**src/rtl/reg_val_pkg.sv**
```systemverilog
// Shared constants, age-counter sizing and channel state type for the reg_val bank.
// The staleness timeout is compiled in only when REG_VAL_TIMEOUT_EN is defined.
package reg_val_pkg;

    localparam int DEF_WIDTH   = 9;
    localparam int DEF_NCH     = 4;
    localparam int DEF_TIMEOUT = 15;

    // Age counter must hold 0..TIMEOUT-1 without wrapping.
    function automatic int age_width(input int timeout);
        return (timeout < 1) ? 1 : $clog2(timeout + 1);
    endfunction

    localparam int DEF_AGE_W = age_width(DEF_TIMEOUT);

    typedef struct packed {
        logic [DEF_WIDTH-1:0] data;
        logic                 valid;
        logic [DEF_AGE_W-1:0] age;
    } ch_state_t;

endpackage

```
**src/rtl/reg_val_ch.sv**
```systemverilog
// One channel of the bank: data register, valid flag and, with REG_VAL_TIMEOUT_EN,
// an age counter that expires the value and emits a one-cycle stale pulse.
module reg_val_ch
    import reg_val_pkg::*;
#(
    parameter int WIDTH   = DEF_WIDTH,
    parameter int TIMEOUT = DEF_TIMEOUT
) (
    input  logic             clk,
    input  logic             rst_n,
    input  logic             wr_en,
    input  logic             clr,
    input  logic [WIDTH-1:0] data_in,
    output logic [WIDTH-1:0] data_o,
    output logic             valid_o,
    output logic             stale_o
);

    logic [WIDTH-1:0] data_q, data_d;
    logic             valid_q, valid_d;

`ifdef REG_VAL_TIMEOUT_EN
    localparam int AW = age_width(TIMEOUT);

    logic [AW-1:0] age_q, age_d;
    logic          stale_q, stale_d;

    // Priority: load beats clear beats expiry.
    always_comb begin
        data_d  = data_q;
        valid_d = valid_q;
        age_d   = age_q;
        stale_d = 1'b0;
        if (wr_en) begin
            data_d  = data_in;
            valid_d = 1'b1;
            age_d   = '0;
        end else if (clr) begin
            valid_d = 1'b0;
            age_d   = '0;
        end else if (valid_q) begin
            if (age_q == AW'(TIMEOUT - 1)) begin
                valid_d = 1'b0;
                age_d   = '0;
                stale_d = 1'b1;
            end else begin
                age_d = age_q + AW'(1);
            end
        end
    end

    always_ff @(posedge clk or negedge rst_n) begin
        if (!rst_n) begin
            data_q  <= '0;
            valid_q <= 1'b0;
            age_q   <= '0;
            stale_q <= 1'b0;
        end else begin
            data_q  <= data_d;
            valid_q <= valid_d;
            age_q   <= age_d;
            stale_q <= stale_d;
        end
    end

    assign stale_o = stale_q;
`else
    always_comb begin
        data_d  = data_q;
        valid_d = valid_q;
        if (wr_en) begin
            data_d  = data_in;
            valid_d = 1'b1;
        end else if (clr) begin
            valid_d = 1'b0;
        end
    end

    always_ff @(posedge clk or negedge rst_n) begin
        if (!rst_n) begin
            data_q  <= '0;
            valid_q <= 1'b0;
        end else begin
            data_q  <= data_d;
            valid_q <= valid_d;
        end
    end

    assign stale_o = 1'b0;
`endif

    assign data_o  = data_q;
    assign valid_o = valid_q;

endmodule

```
**src/rtl/reg_val_bank.sv**
```systemverilog
// NCH-channel valid-tracked register bank with shared write port and registered read port.
// Define REG_VAL_TIMEOUT_EN to compile in per-channel staleness expiry.
module reg_val_bank
    import reg_val_pkg::*;
#(
    parameter int WIDTH   = DEF_WIDTH,
    parameter int NCH     = DEF_NCH,
    parameter int TIMEOUT = DEF_TIMEOUT
) (
    input  logic                    clk,
    input  logic                    rst_n,
    input  logic                    load,
    input  logic [$clog2(NCH)-1:0]  wr_sel,
    input  logic [WIDTH-1:0]        data_in,
    input  logic                    clr_all,
    input  logic [$clog2(NCH)-1:0]  rd_sel,
    output logic [WIDTH-1:0]        rd_data,
    output logic                    rd_valid,
    output logic [NCH-1:0]          valid_vec,
    output logic [NCH-1:0]          stale_vec,
    output logic                    wr_err
);

    localparam int SW = $clog2(NCH);

    logic [WIDTH-1:0] ch_data [NCH];
    logic [NCH-1:0]   ch_valid;
    logic [NCH-1:0]   ch_stale;
    logic             wr_sel_ok;
    logic             rd_sel_ok;

    // Only reachable for non-power-of-2 NCH; otherwise these are constant true.
    assign wr_sel_ok = (int'(wr_sel) < NCH);
    assign rd_sel_ok = (int'(rd_sel) < NCH);

    generate
        for (genvar gi = 0; gi < NCH; gi++) begin : g_ch
            logic wr_en;
            assign wr_en = load && wr_sel_ok && (wr_sel == SW'(gi));

            reg_val_ch #(
                .WIDTH   (WIDTH),
                .TIMEOUT (TIMEOUT)
            ) u_ch (
                .clk     (clk),
                .rst_n   (rst_n),
                .wr_en   (wr_en),
                .clr     (clr_all),
                .data_in (data_in),
                .data_o  (ch_data[gi]),
                .valid_o (ch_valid[gi]),
                .stale_o (ch_stale[gi])
            );
        end
    endgenerate

    logic [WIDTH-1:0] rd_data_q, rd_data_d;
    logic             rd_valid_q, rd_valid_d;
    logic             wr_err_q, wr_err_d;

    // Read samples pre-edge channel state, so a same-cycle write returns the old value.
    always_comb begin
        rd_data_d  = '0;
        rd_valid_d = 1'b0;
        if (rd_sel_ok) begin
            rd_data_d  = ch_data[rd_sel];
            rd_valid_d = ch_valid[rd_sel];
        end
        wr_err_d = load && !wr_sel_ok;
    end

    always_ff @(posedge clk or negedge rst_n) begin
        if (!rst_n) begin
            rd_data_q  <= '0;
            rd_valid_q <= 1'b0;
            wr_err_q   <= 1'b0;
        end else begin
            rd_data_q  <= rd_data_d;
            rd_valid_q <= rd_valid_d;
            wr_err_q   <= wr_err_d;
        end
    end

    assign rd_data   = rd_data_q;
    assign rd_valid  = rd_valid_q;
    assign wr_err    = wr_err_q;
    assign valid_vec = ch_valid;
    assign stale_vec = ch_stale;

endmodule
```
**config.mk**
```make
export PLATFORM = sky130hd
export DESIGN_NAME = reg_val_bank
export DESIGN_NICKNAME = d
export VERILOG_FILES = /design/src/rtl/reg_val_pkg.sv /design/src/rtl/reg_val_ch.sv /design/src/rtl/reg_val_bank.sv
export SDC_FILE = /design/constraint.sdc
export NUM_CORES = 1
export LEC_CHECK = 0
export CAP_MARGIN = 20
export CELL_PAD_IN_SITES_DETAIL_PLACEMENT = 1
export CELL_PAD_IN_SITES_GLOBAL_PLACEMENT = 2
export CORE_MARGIN = 2
export CORE_UTILIZATION = 38
export CTS_CLUSTER_DIAMETER = 200
export CTS_CLUSTER_SIZE = 12
export DETAILED_ROUTE_END_ITERATION = 16
export PLACE_DENSITY_LB_ADDON = 0.1
export SETUP_SLACK_MARGIN = 0.5
export SLEW_MARGIN = 20
export SYNTH_ARGS = -nofsm -noshare
export SYNTH_HDL_FRONTEND = slang
export SYNTH_SLANG_ARGS = --single-unit
export TNS_END_PERCENT = 50
```
**constraint.sdc**
```tcl
create_clock -name clk -period 1.1 [get_ports clk]
set_input_delay 0.22 -clock clk [delete_from_list [all_inputs] [get_ports clk]]
set_output_delay 0.22 -clock clk [all_outputs]
set_load 0.01 [all_outputs]
```
==> summary.md <==
| Metric | Value |
|---|---|
| Cells after DPL | `224` |
| Post-route DRC | `0` |
| RSZ-0062 raised after global routing | `yes` |
| Vias in the first global route | `1326` |
| Worst Setup End Kind | `flop` |
| Top cell type by total area after synthesis | `dfrtp_1` |
| Netlist cell types | `14` |
| Endpoints failing setup | `0` |
| CTS buffer count | `5` |
| Initial core utilization | `39.2%` |
| CTS tree | `yes` |
| Flop pwr share | `51.9%` |
| Avg Synthesized Cell Area | `between 15 and 20 sq um` |
| Clock skew | `about 9.5 ps` |
| Vias per inst | `just under 5` |
| Share of total power in combinational logic | `23.5%` |
| Post-synth EDFFs | `0` |
| Pleak | `1.47 nW` |
| Number of synthesized register bits | `50` |
| CP arrival | `~1300 ps` |
| Global routing usage on met2 | `26.4%` |
| Total number of vias | `1200` |
| Tightest Hold Check Type | `in -> async` |
| Buffers added on ports | `30` |
| Syn Inst Count | `123` |
| Detail Placement HPWL | `approximately 2.6 mm` |
| Critical Path RT | `1280 ps` |
| Total global routing overflow | `0` |
| Largest net degree at the start of global routing | `51` |
| Most frequent cell after synthesis | `dfrtp_1` |
| Area growth from synthesis to layout | `34.7%` |
| Fill count | `541` |
| Iter 0 DRT Violations | `64` |
| Design area | `2890 sq um` |
| First-pass GRT wire length | `7.37 mm` |
| Dominant cells by area after synthesis | `dfrtp_1, mux2_4, mux4_2` |
| Setup TNS | `0 ps` |
| Total track usage | `15.9%` |
| Run status | `complete, but fails checks` |
| Later-pin clock latency in the skew report | `300 ps` |
| Share of the synthesized area in the top cell type | `58.3%` |
| Cell Area, Synth | `2150 sq um` |
| Global Route met1 Usage | `21.0%` |
| Cell Count, Final, Fillers Out | `245` |
| Worst Hold Slack | `-114 ps` |
| GR peak layer | `met2` |
| Number of synthesis warnings | `0` |
| Remaining antenna violation count | `0` |
| GPL Wtd Cong | `0.667` |
| Seq/Total Area, Yosys | `58.3%` |
| Min Tclk post-route | `approximately 1100 ps` |
| Sw Share | `25.2%` |
| Reg2reg setup slack | `approximately 8.7 ps` |
| Post-placement cell area | `2590 sq um` |
| # rows | `27` |
| Detailed Route WL | `approximately 4.6 mm` |
| Setup crit end | `rd_valid` |
| Top cells by count, synth | `dfrtp_1, mux2_2, mux2_4` |
| Die footprint | `between 6000 and 7000 sq um` |
| Hold Vio Cnt, Final | `50` |
| Met3 usage | `slightly below 4%` |
| Nets | `189` |
| Max IR drop VDD | `540 uV` |
| Failing checks | `negative hold slack` |
| Synth Flop Type | `dfrtp_1` |
| Reg-to-Reg Start | `g_ch[3].u_ch.valid_o` |
| Setup crit start kind | `flop` |
| Clk sink count | `50` |
| Die Span X | `79.1 um` |
| Initial antenna violation count | `0` |
| Final period util | `between 90% and 100%` |
| R2R cell count | `2` |
| Critical Path Source | `g_ch[3].u_ch.valid_o` |
| Die height | `79.1 um` |
| ANT cells | `0` |
| 1st-pass router iterations | `2` |
| Clock power frac | `24.6%` |
| I/O pin cnt | `36` |
| P_sw | `roughly 1.1 mW` |
| Final core occ | `52.8%` |
| Layout cell share with drive strength beyond 1 | `57.2%` |
| R2r endpoint | `rd_valid` |
| Crit path max fanout | `2` |
| Cell Pwr Density | `between 1500 and 2000 nW/um^2` |
| Wirelength per Cell | `18.8 um` |
| Clock slew at reported path FFs | `roughly 90 ps` |
| Internal | `3.41 mW` |
| Max Fclk | `916 MHz` |
| Setup CP Type | `reg -> reg` |
| Post-synth ARST share | `100%` |
| Root Driver | `clkbuf_8` |
| Max Cap Viol | `0` |
| Core area | `5470 sq um` |
| Power after layout | `between 4 and 5 mW` |
| Clock buffer depth | `2` |
| Final Max Slew Viols | `0` |
| H-tree Lvls | `2` |
[critical path, stage by stage, from the launching register on]
cell and delay, ps:
dfrtp_1 400, buf_6 120, mux4_2 450
[cell type report]
class	instances	area (sq um)	area share [%]
multi-input combinational	59	851	29.4
inverter	4	15.0	0.519
timing repair buffer	52	588	20.3
clock buffer	6	82.6	2.86
tap	72	90.1	3.12
sequential	50	1250	43.3
clock inverter	2	12.5	0.433
[cell usage in the layout, fill, tap and decap left out]
cell type	n
dfrtp_1	50
inv_1	2
clkdlybuf4s15_2	1
clkbuf_16	1
inv_2	2
clkinvlp_4	1
mux2_4	36
clkbuf_8	6
buf_6	5
o21ai_1	3
nand3_2	1
buf_4	8
clkinv_2	1
buf_12	7
mux4_2	10
dlymetal6s2s_1	10
buf_16	2
conb_1	5
clkdlybuf4s50_1	1
nand3b_1	2
a21o_1	1
buf_8	2
buf_2	15
nor3b_4	1
[per-layer routing]
layer,share of wire [%],vias up
li1,-,527
met4,0.87,0
met1,44,641
met2,51,28
met5,0,-
met3,4.0,4
[flip-flops by register name, indices dropped and copies added (netlist names)]
name               flops
g_ch.u_ch.valid_o      4
rd_data                9
g_ch.u_ch.data_o      36
rd_valid               1
[per-stage QoR]
step	worst slack [ps]	hold slack [ps]
6_report	8.66	-114
5_1_grt	-16.0	-98.3
3_5_place_dp	-537	232
2_1_floorplan	109	-75.6
3_3_place_gp	-496	224
4_1_cts	14.2	-104
[how the worst min path moves through the flow]
stage	end	slack [ps]	cells after the start
CTS	rd_valid	-100	2
finish	rd_valid	-110	2
global placement	rd_valid	220	2
floorplan	g_ch[0].u_ch.data_o[0]	-80	0
detailed placement	rd_valid	230	2
global route	rd_valid	-100	2
[power groups by stage]
stage / registers, mW / logic [mW] / clock network [mW]
after floorplan: 2.37 / 0.547 / 0
after global placement: 2.36 / 0.947 / 0
after detailed placement: 2.39 / 0.971 / 0
after CTS: 2.35 / 0.967 / 1.15
after global routing: 2.41 / 1.15 / 1.24
final: 2.36 / 1.07 / 1.12
[cell families after synthesis]
| logic type | share of synthesized area (%) |
|---|---|
| AOI/OAI and AO/OA | 1.05 |
| other | 0.175 |
| and+or+nand+nor | 1.75 |
| buffers and inverters | 6.18 |
| muxes | 32.5 |
| DFF | 58.3 |
[timing repair]
item                                    CTS  global route
pin swaps                                 1             2
gates resized for setup                  89            29
buffers inserted                          4             6
endpoints found under the setup margin   64            64
gates cloned                              2             1
hold endpoints to repair                 50            50
Note: power is estimated with default switching activity, not from simulation.
